## config.mk

```make
export PLATFORM = sky130hd
export DESIGN_NAME = gshare_branch_predictor_flat
export DESIGN_NICKNAME = d
export VERILOG_FILES = /design/src/rtl/gshare_branch_predictor_if.sv /design/src/rtl/gshare_branch_predictor.sv /design/src/flat_wrapper.sv
export SDC_FILE = /design/constraint.sdc
export NUM_CORES = 2
export LEC_CHECK = 0
export CAP_MARGIN = 30
export CELL_PAD_IN_SITES_DETAIL_PLACEMENT = 0
export CELL_PAD_IN_SITES_GLOBAL_PLACEMENT = 1
export CORE_ASPECT_RATIO = 1.75
export CORE_MARGIN = 1
export CORE_UTILIZATION = 45
export CTS_CLUSTER_DIAMETER = 150
export DETAILED_ROUTE_END_ITERATION = 10
export MAX_ROUTING_LAYER = met4
export PLACE_DENSITY_LB_ADDON = 0.1
export REMOVE_ABC_BUFFERS = 1
export SLEW_MARGIN = 40
export SYNTH_ARGS = -nofsm -noshare
export SYNTH_HDL_FRONTEND = slang
export SYNTH_SLANG_ARGS = --single-unit
```

## constraint.sdc

```tcl
create_clock -name clk -period 22.6 [get_ports clk]
set_clock_uncertainty 0.05 [all_clocks]
set_input_delay 6.78 -clock clk [delete_from_list [all_inputs] [get_ports clk]]
set_output_delay 6.78 -clock clk [all_outputs]
set_load 0.005 [all_outputs]
```

## src/rtl/gshare_branch_predictor_if.sv

```systemverilog
// Fetch-side lookup and EX-side training signals of the gshare next-PC predictor.
// The pipeline drives through master; the predictor consumes through slave.
interface gshare_branch_predictor_if;
    logic [31:0] current_pc;
    logic [31:0] predicted_pc;
    logic        predicted_taken;
    logic        update_enable;
    logic [31:0] update_pc;
    logic        update_taken;
    logic [31:0] update_target;

    modport master (
        output current_pc,
        output update_enable,
        output update_pc,
        output update_taken,
        output update_target,
        input  predicted_pc,
        input  predicted_taken
    );

    modport slave (
        input  current_pc,
        input  update_enable,
        input  update_pc,
        input  update_taken,
        input  update_target,
        output predicted_pc,
        output predicted_taken
    );
endinterface

```

## src/rtl/gshare_branch_predictor.sv

```systemverilog
// Gshare next-PC predictor: direct-mapped BTB plus 2-bit counter table indexed by pc^ghr.
// Lookup is combinational (zero latency); training takes effect one cycle later; no backpressure.
module gshare_branch_predictor #(
    parameter int INDEX_BITS = 5,
    parameter int GHR_BITS   = 5
) (
    input  logic                     clk,
    input  logic                     reset,
    gshare_branch_predictor_if.slave bp
);
    localparam int ENTRIES  = 1 << INDEX_BITS;
    localparam int TAG_BITS = 32 - INDEX_BITS - 2;

    typedef struct packed {
        logic                valid;
        logic [TAG_BITS-1:0] tag;
        logic [31:0]         target;
    } btb_entry_t;

    btb_entry_t          btb [ENTRIES];
    logic [1:0]          bht [ENTRIES];
    logic [GHR_BITS-1:0] ghr;

    logic [INDEX_BITS-1:0] ghr_ext;
    logic [INDEX_BITS-1:0] bidx;
    logic [INDEX_BITS-1:0] gidx;
    logic [INDEX_BITS-1:0] ubidx;
    logic [INDEX_BITS-1:0] ugidx;
    logic                  hit;
    logic [1:0]            cnt_cur;
    logic [1:0]            cnt_next;
    logic [GHR_BITS-1:0]   ghr_next;
    logic                  unused_pc_low;

    // Instructions are word aligned, so the low PC bits never select an entry.
    assign unused_pc_low = &{1'b0, bp.update_pc[1:0]};

    assign ghr_ext = INDEX_BITS'(ghr);
    assign bidx    = bp.current_pc[INDEX_BITS+1:2];
    assign gidx    = bidx ^ ghr_ext;
    assign ubidx   = bp.update_pc[INDEX_BITS+1:2];
    assign ugidx   = ubidx ^ ghr_ext;

    assign hit = btb[bidx].valid && (btb[bidx].tag == bp.current_pc[31:INDEX_BITS+2]);

    assign bp.predicted_taken = hit && bht[gidx][1];
    assign bp.predicted_pc    = bp.predicted_taken ? btb[bidx].target : bp.current_pc + 32'd4;

    always_comb begin
        cnt_cur  = bht[ugidx];
        cnt_next = cnt_cur;
        if (bp.update_taken) begin
            if (cnt_cur != 2'b11) cnt_next = cnt_cur + 2'b01;
        end else begin
            if (cnt_cur != 2'b00) cnt_next = cnt_cur - 2'b01;
        end
    end

    // Truncating the concatenation keeps the newest outcomes and also covers GHR_BITS == 1.
    assign ghr_next = GHR_BITS'({ghr, bp.update_taken});

    // History is non-speculative: it only moves when EX resolves a control instruction.
    always_ff @(posedge clk) begin
        if (reset) begin
            for (int i = 0; i < ENTRIES; i++) begin
                btb[i].valid <= 1'b0;
                bht[i]       <= 2'b01;
            end
            ghr <= '0;
        end else if (bp.update_enable) begin
            bht[ugidx] <= cnt_next;
            if (bp.update_taken) begin
                btb[ubidx] <= '{valid:  1'b1,
                                tag:    bp.update_pc[31:INDEX_BITS+2],
                                target: bp.update_target};
            end
            ghr <= ghr_next;
        end
    end
endmodule

```

## src/flat_wrapper.sv

```systemverilog
// flat-port wrapper written by rule: the top's interface ports become plain ports
module gshare_branch_predictor_flat 
#(
    parameter int INDEX_BITS = 5,
    parameter int GHR_BITS   = 5
)
  (clk, reset, bp_current_pc, bp_update_enable, bp_update_pc, bp_update_taken, bp_update_target, bp_predicted_pc, bp_predicted_taken);
  gshare_branch_predictor_if bp_i ();
  input  logic clk;
  input  logic reset;
  input wire logic [$bits(bp_i.current_pc)-1:0] bp_current_pc;
  input wire logic [$bits(bp_i.update_enable)-1:0] bp_update_enable;
  input wire logic [$bits(bp_i.update_pc)-1:0] bp_update_pc;
  input wire logic [$bits(bp_i.update_taken)-1:0] bp_update_taken;
  input wire logic [$bits(bp_i.update_target)-1:0] bp_update_target;
  output wire logic [$bits(bp_i.predicted_pc)-1:0] bp_predicted_pc;
  output wire logic [$bits(bp_i.predicted_taken)-1:0] bp_predicted_taken;
  assign bp_i.current_pc = bp_current_pc;
  assign bp_i.update_enable = bp_update_enable;
  assign bp_i.update_pc = bp_update_pc;
  assign bp_i.update_taken = bp_update_taken;
  assign bp_i.update_target = bp_update_target;
  assign bp_predicted_pc = bp_i.predicted_pc;
  assign bp_predicted_taken = bp_i.predicted_taken;
  gshare_branch_predictor #(.INDEX_BITS(INDEX_BITS), .GHR_BITS(GHR_BITS)) u_core (.clk(clk), .reset(reset), .bp(bp_i));
endmodule
```

* After elaboration in Yosys (flattened, before gate mapping)
Memory sizes are Yosys's and may differ from the RTL's. Index checks and enable logic that the tools add are counted.
Word-level totals: RAM bits 1920, word-level logic and storage cells 34, input bits 100, flip-flop bits (word level) 5, memories 2
Memories:
- u_core.btb | depth 32, bits a word 58, read ports 1, clocked after memory_dff 0, wr ports 32, RTL line gshare_branch_predictor.sv:20 | btb_entry_t btb [ENTRIES];
- u_core.bht | depth 32, bits a word 2, read ports 2, clocked after memory_dff 0, wr ports 32, RTL line gshare_branch_predictor.sv:21 | logic [1:0] bht [ENTRIES];
Operators by class: add/subtract/negate cells 3, equal/unequal tests 2, bitwise logic cells 2, reductions and logical operators 5, muxes and demuxes 19
Operator list (count):
- two-way mux 58 bit | 1
- OR reduction 58 bit | 1
- adder 32 x 3 -> 32 bit (second input constant) | 1
- two-way mux 32 bit | 1
- equality test 25 bit | 1
- two-way mux 1 bit | 10
- two-way mux 2 bit | 5
- two-way mux 5 bit | 2
- bitwise XOR 5 bit | 2
- adder 2 x 1 -> 2 bit (second input constant) | 1
- logical AND 1 bit | 2
- inequality test 2 bit (second input constant) | 1
- nonzero test 2 bit | 1
- OR reduction 2 bit | 1
- subtractor 2 x 1 -> 2 bit (second input constant) | 1

* Logic depth before layout (Yosys ltp)
depth after elaboration 6, gate-level depth with buffers 17

* Least setup slack after synthesis
OpenSTA, ideal clock, no wires.
path kind input to output, start point input port bp_current_pc[2], end point output port bp_predicted_pc[6], path slack 5953 ps, stages on the path 17, required time 15770 ps, arrival 9817 ps, cells stage by stage buf_6 > buf_6 > buf_6 > buf_6 > buf_4 > buf_2 > mux2i_1 > a22oi_1 > o211ai_1 > o211ai_1 > xor2_1 > nor4_2 > nand4_2 > nor4_4 > buf_6 > mux2i_1 > mux2i_1
Between the ends: word-level cells in the longest chain between the ends 5, elaborated cells on any way between the ends 8, classes of those cells 1 x add/sub; 1 x eq/ne; 1 x mux; 1 x bitwise; 2 x reduce/logical; 2 x memory
RTL lines:
- start: declaration | RTL line flat_wrapper.sv:11 | input wire logic [$bits(bp_i.current_pc)-1:0] bp_current_pc;
- memory (32 x 58 bit)
- equality test 25 bit | RTL line gshare_branch_predictor.sv:44 | assign hit = btb[bidx].valid && (btb[bidx].tag == bp.current_pc[31:INDEX_BITS+2]);
- logical AND 1 bit | RTL line gshare_branch_predictor.sv:44
- logical AND 1 bit | RTL line gshare_branch_predictor.sv:46 | assign bp.predicted_taken = hit && bht[gidx][1];
- two-way mux 32 bit * | RTL line gshare_branch_predictor.sv:47 | assign bp.predicted_pc = bp.predicted_taken ? btb[bidx].target : bp.current_pc + 32'd4;
- end: declaration | RTL line flat_wrapper.sv:16 | output wire logic [$bits(bp_i.predicted_pc)-1:0] bp_predicted_pc;
Every way passes the cells marked *; elsewhere a longest branch is shown, timed or not.

* Worst setup path after layout
start point input port bp_current_pc[2], end point output port bp_predicted_pc[19]
Same word-level chain as after synthesis.

==> impl_metrics.env <==
export IMPL_worstMarginPinSlew_ps=940.2
export IMPL_area_growth_pct=13.10
export IMPL_rows=199
export IMPL_p_leak_nw=26.96
export IMPL_critPathBufInv=4
export IMPL_cts_sinks=1925
export IMPL_total_power_w=0.007338
export IMPL_drv_slew=0
export IMPL_max_freq_mhz=52.02
export IMPL_setup_viol=0
export IMPL_via_per_inst=6.086
export IMPL_rsz0062_at_grt="false"
export IMPL_clock_path_buffers=4
export IMPL_grt_max_degree=88
export IMPL_grt_overflow=0
export IMPL_dr_pass1_iters=5
export IMPL_async_reset_ff_share_pct=0
export IMPL_powerDensity_mw_per_mm2=85.32
export IMPL_synth_common_cells="edfxtp_1 (1888), mux4_2 (495), mux2i_1 (141), nor2_1 (132), nand2_1 (98)"
export IMPL_synth_area_leaders="edfxtp_1 (75%), mux4_2 (15%), mux2i_1 (1.9%)"
export IMPL_grt_usage_pct=26.07
export IMPL_h_tree_depth=4
export IMPL_ctsResizeCount=0
export IMPL_maxCapViolCount=0
export IMPL_synth_warnings=0
export IMPL_rr_worst_depth=6
export IMPL_cpLargestDelayFamily="buffers and inverters"
export IMPL_critPathLaunchType="input port"
export IMPL_grt_pass1_vias=39160
export IMPL_vias=37180
export IMPL_core_area_mm2=0.1678
export IMPL_max_stage_delay_ps=660
export IMPL_cts_root_buf="clkbuf_16"
export IMPL_crit_type="input port to primary output"
export IMPL_period_share_pct=85.06
export IMPL_die_area_mm2=0.1707
export IMPL_drive_gt1_share_pct=26.17
export IMPL_tritoncts="built"
export IMPL_synth_ff_type="edfxtp_1"
export IMPL_synthCells=3507
export IMPL_cp_arrival_ps=12390
export IMPL_io_buffers=130
export IMPL_chipWidth_um=312.8
export IMPL_multi_input_area_mm2=0.01767
export IMPL_yosysSeqAreaShare_pct=75.53
export IMPL_placed_cell_area_mm2=0.08036
export IMPL_initial_core_util_pct=45.31
export IMPL_worstPathRequired_ps=15770
export IMPL_cp_slowest_cell="buf_4"
export IMPL_path_max_fanout=48
export IMPL_wl_per_cell_um=35.24
export IMPL_yosys_area_top_type_share_pct=74.55
export IMPL_cp_end_kind="primary output"
export IMPL_gp_congestion=0.8379
export IMPL_nFillCells=13350
export IMPL_post_dp_hpwl_mm=120.2
export IMPL_post_cts_buffers=0
export IMPL_hold_path_depth=2
export IMPL_ys_seq_elements=1925
export IMPL_synthesis_area_mm2=0.07605
export IMPL_num_nets_final=3850
export IMPL_status="finished clean"
export IMPL_ir_worst_vdd_uv=59.93
export IMPL_crit_path_cell_trace="buf_8, buf_4, mux4_2, mux2_2, a221oi_1, a21oi_1, xnor2_1, nand4_1, or3_1, nor3_4, buf_4, nor2_1, a21oi_1, clkdlybuf4s50_1"
export IMPL_finalInstanceArea_mm2=0.08601
export IMPL_routed_wirelength_mm=215.3
export IMPL_antenna_found_initial=20
export IMPL_io_pins=133
export IMPL_yosysTopAreaCell="edfxtp_1"
export IMPL_clkLatencyLatePin_ps=820
export IMPL_ff_latch_area_mm2=0.05744
export IMPL_ys_types=79
export IMPL_drtAntennaViolNets=0
export IMPL_hold_class="flop to flop"
export IMPL_first_iter_violations=4001
export IMPL_synth_edf_count=1888
export IMPL_hold_viol_final=0
export IMPL_slew_headroom_pct=36.87
export IMPL_drc=0
export IMPL_grt_pass1_wl_mm=300.3
export IMPL_clk_pin_slew_ps=60
export IMPL_period_needed_ps=19220
export IMPL_postSynthAreaPerCell_um2=21.68
export IMPL_totalNegativeSetupSlack_ps=0
export IMPL_yosysMostFrequentCell="edfxtp_1"
export IMPL_cp_depth=14
export IMPL_cts_hold_fix_buffers=0
export IMPL_die_y_um=545.8
export IMPL_cts_buffers=181
## sequential cells by signal, summed over array words and instances, names as in the netlist
| signal | cells |
|---|---|
| u_core.btb | 1856 |
| u_core.bht | 64 |
| u_core.ghr | 5 |
## per-layer routing
layer	share of wire (%)	vias to the layer above	GRT usage [%]
met5	0	-	-
li1	-	15190	-
met1	38	20300	32.16
met4	3.0	0	7.917
met2	53	1378	44.67
met3	5.7	310	3.535
## kinds of logic after synthesis
group / share of synthesized area, %
compound gates: 1.764
buf+inv: 1.759
xor+xnor: 0.7042
mux: 17.54
flops: 75.53
simple gates: 2.661
fa+ha+maj: 0.04278
## through the flow
stage	worst slack (ps)	std cells	hold WS (ps)	util [%]
after floorplan	3753	3308	385.0	-
after global placement	3300	5766	393.5	47.74
after detailed placement	3367	5772	398.0	47.89
after CTS	3348	6092	407.9	51.28
after global routing	3169	6108	430.6	51.25
final	3377	6109	410.8	51.25
## worst min-delay path, stage by stage, from the launching register on
cell	delay, ps
dfxtp_1	310
inv_1	50
o22ai_1	60
## worst paths after layout
path | start | slack [ps] | end
worst min-delay path | u_core.btb[17][57] | 410 | u_core.btb[17][57]
worst max register to register | u_core.ghr[0] | 18670 | u_core.bht[21][0]
worst min register to register | u_core.btb[17][57] | 410 | u_core.btb[17][57]
worst max-delay path | bp_current_pc[2] | 3380 | bp_predicted_pc[19]
## placed cells by master (no fill, tap or decap), types with 8 or more instances in the layout
master / Yosys / final
buf_16: 0 / 8
buf_4: 10 / 103
diode_2: 0 / 12
clkdlybuf4s50_1: 0 / 67
xnor2_1: 33 / 24
a221oi_1: 13 / 13
buf_2: 47 / 59
inv_1: 40 / 39
mux4_1: 25 / 25
buf_6: 21 / 12
a32oi_1: 9 / 9
clkinv_2: 0 / 34
edfxtp_1: 1888 / 1888
nor2_4: 0 / 32
nand2_1: 98 / 98
xor2_1: 25 / 23
nand2b_1: 39 / 39
nand3_1: 59 / 59
o22ai_1: 42 / 42
mux4_2: 495 / 495
and2_1: 8 / 8
a31oi_1: 8 / 8
o21ai_0: 12 / 12
bufinv_16: 0 / 17
a21oi_1: 40 / 40
and3_1: 15 / 15
o221ai_1: 8 / 8
nor2b_1: 8 / 8
xnor2_2: 0 / 8
dfxtp_1: 37 / 37
mux2_2: 11 / 11
a22oi_1: 22 / 22
nor2_1: 132 / 100
clkinv_1: 0 / 36
mux2i_1: 141 / 138
clkbuf_16: 0 / 185
clkbuf_1: 90 / 34
## cell type report
class	instances	share of cell area [%]
Sequential cell	1925	66.78
Clock buffer	222	5.558
Multi-Input combinational cell	1342	20.54
Inverter	41	0.1847
Antenna cell	12	0.03491
Timing Repair Buffer	258	2.626
Clock inverter	98	1.063
Tap cell	2211	3.216
## report_power, final
part / leakage (nW) / switching, W / internal, W
combinational: 6.92 / 0.000244 / 0.000154
clock: 2.80 / 0.00131 / 0.00170
sequential: 17.2 / 0.00000497 / 0.00393
total: 27.0 / 0.00156 / 0.00578
Power figures use the tool's default switching activity.
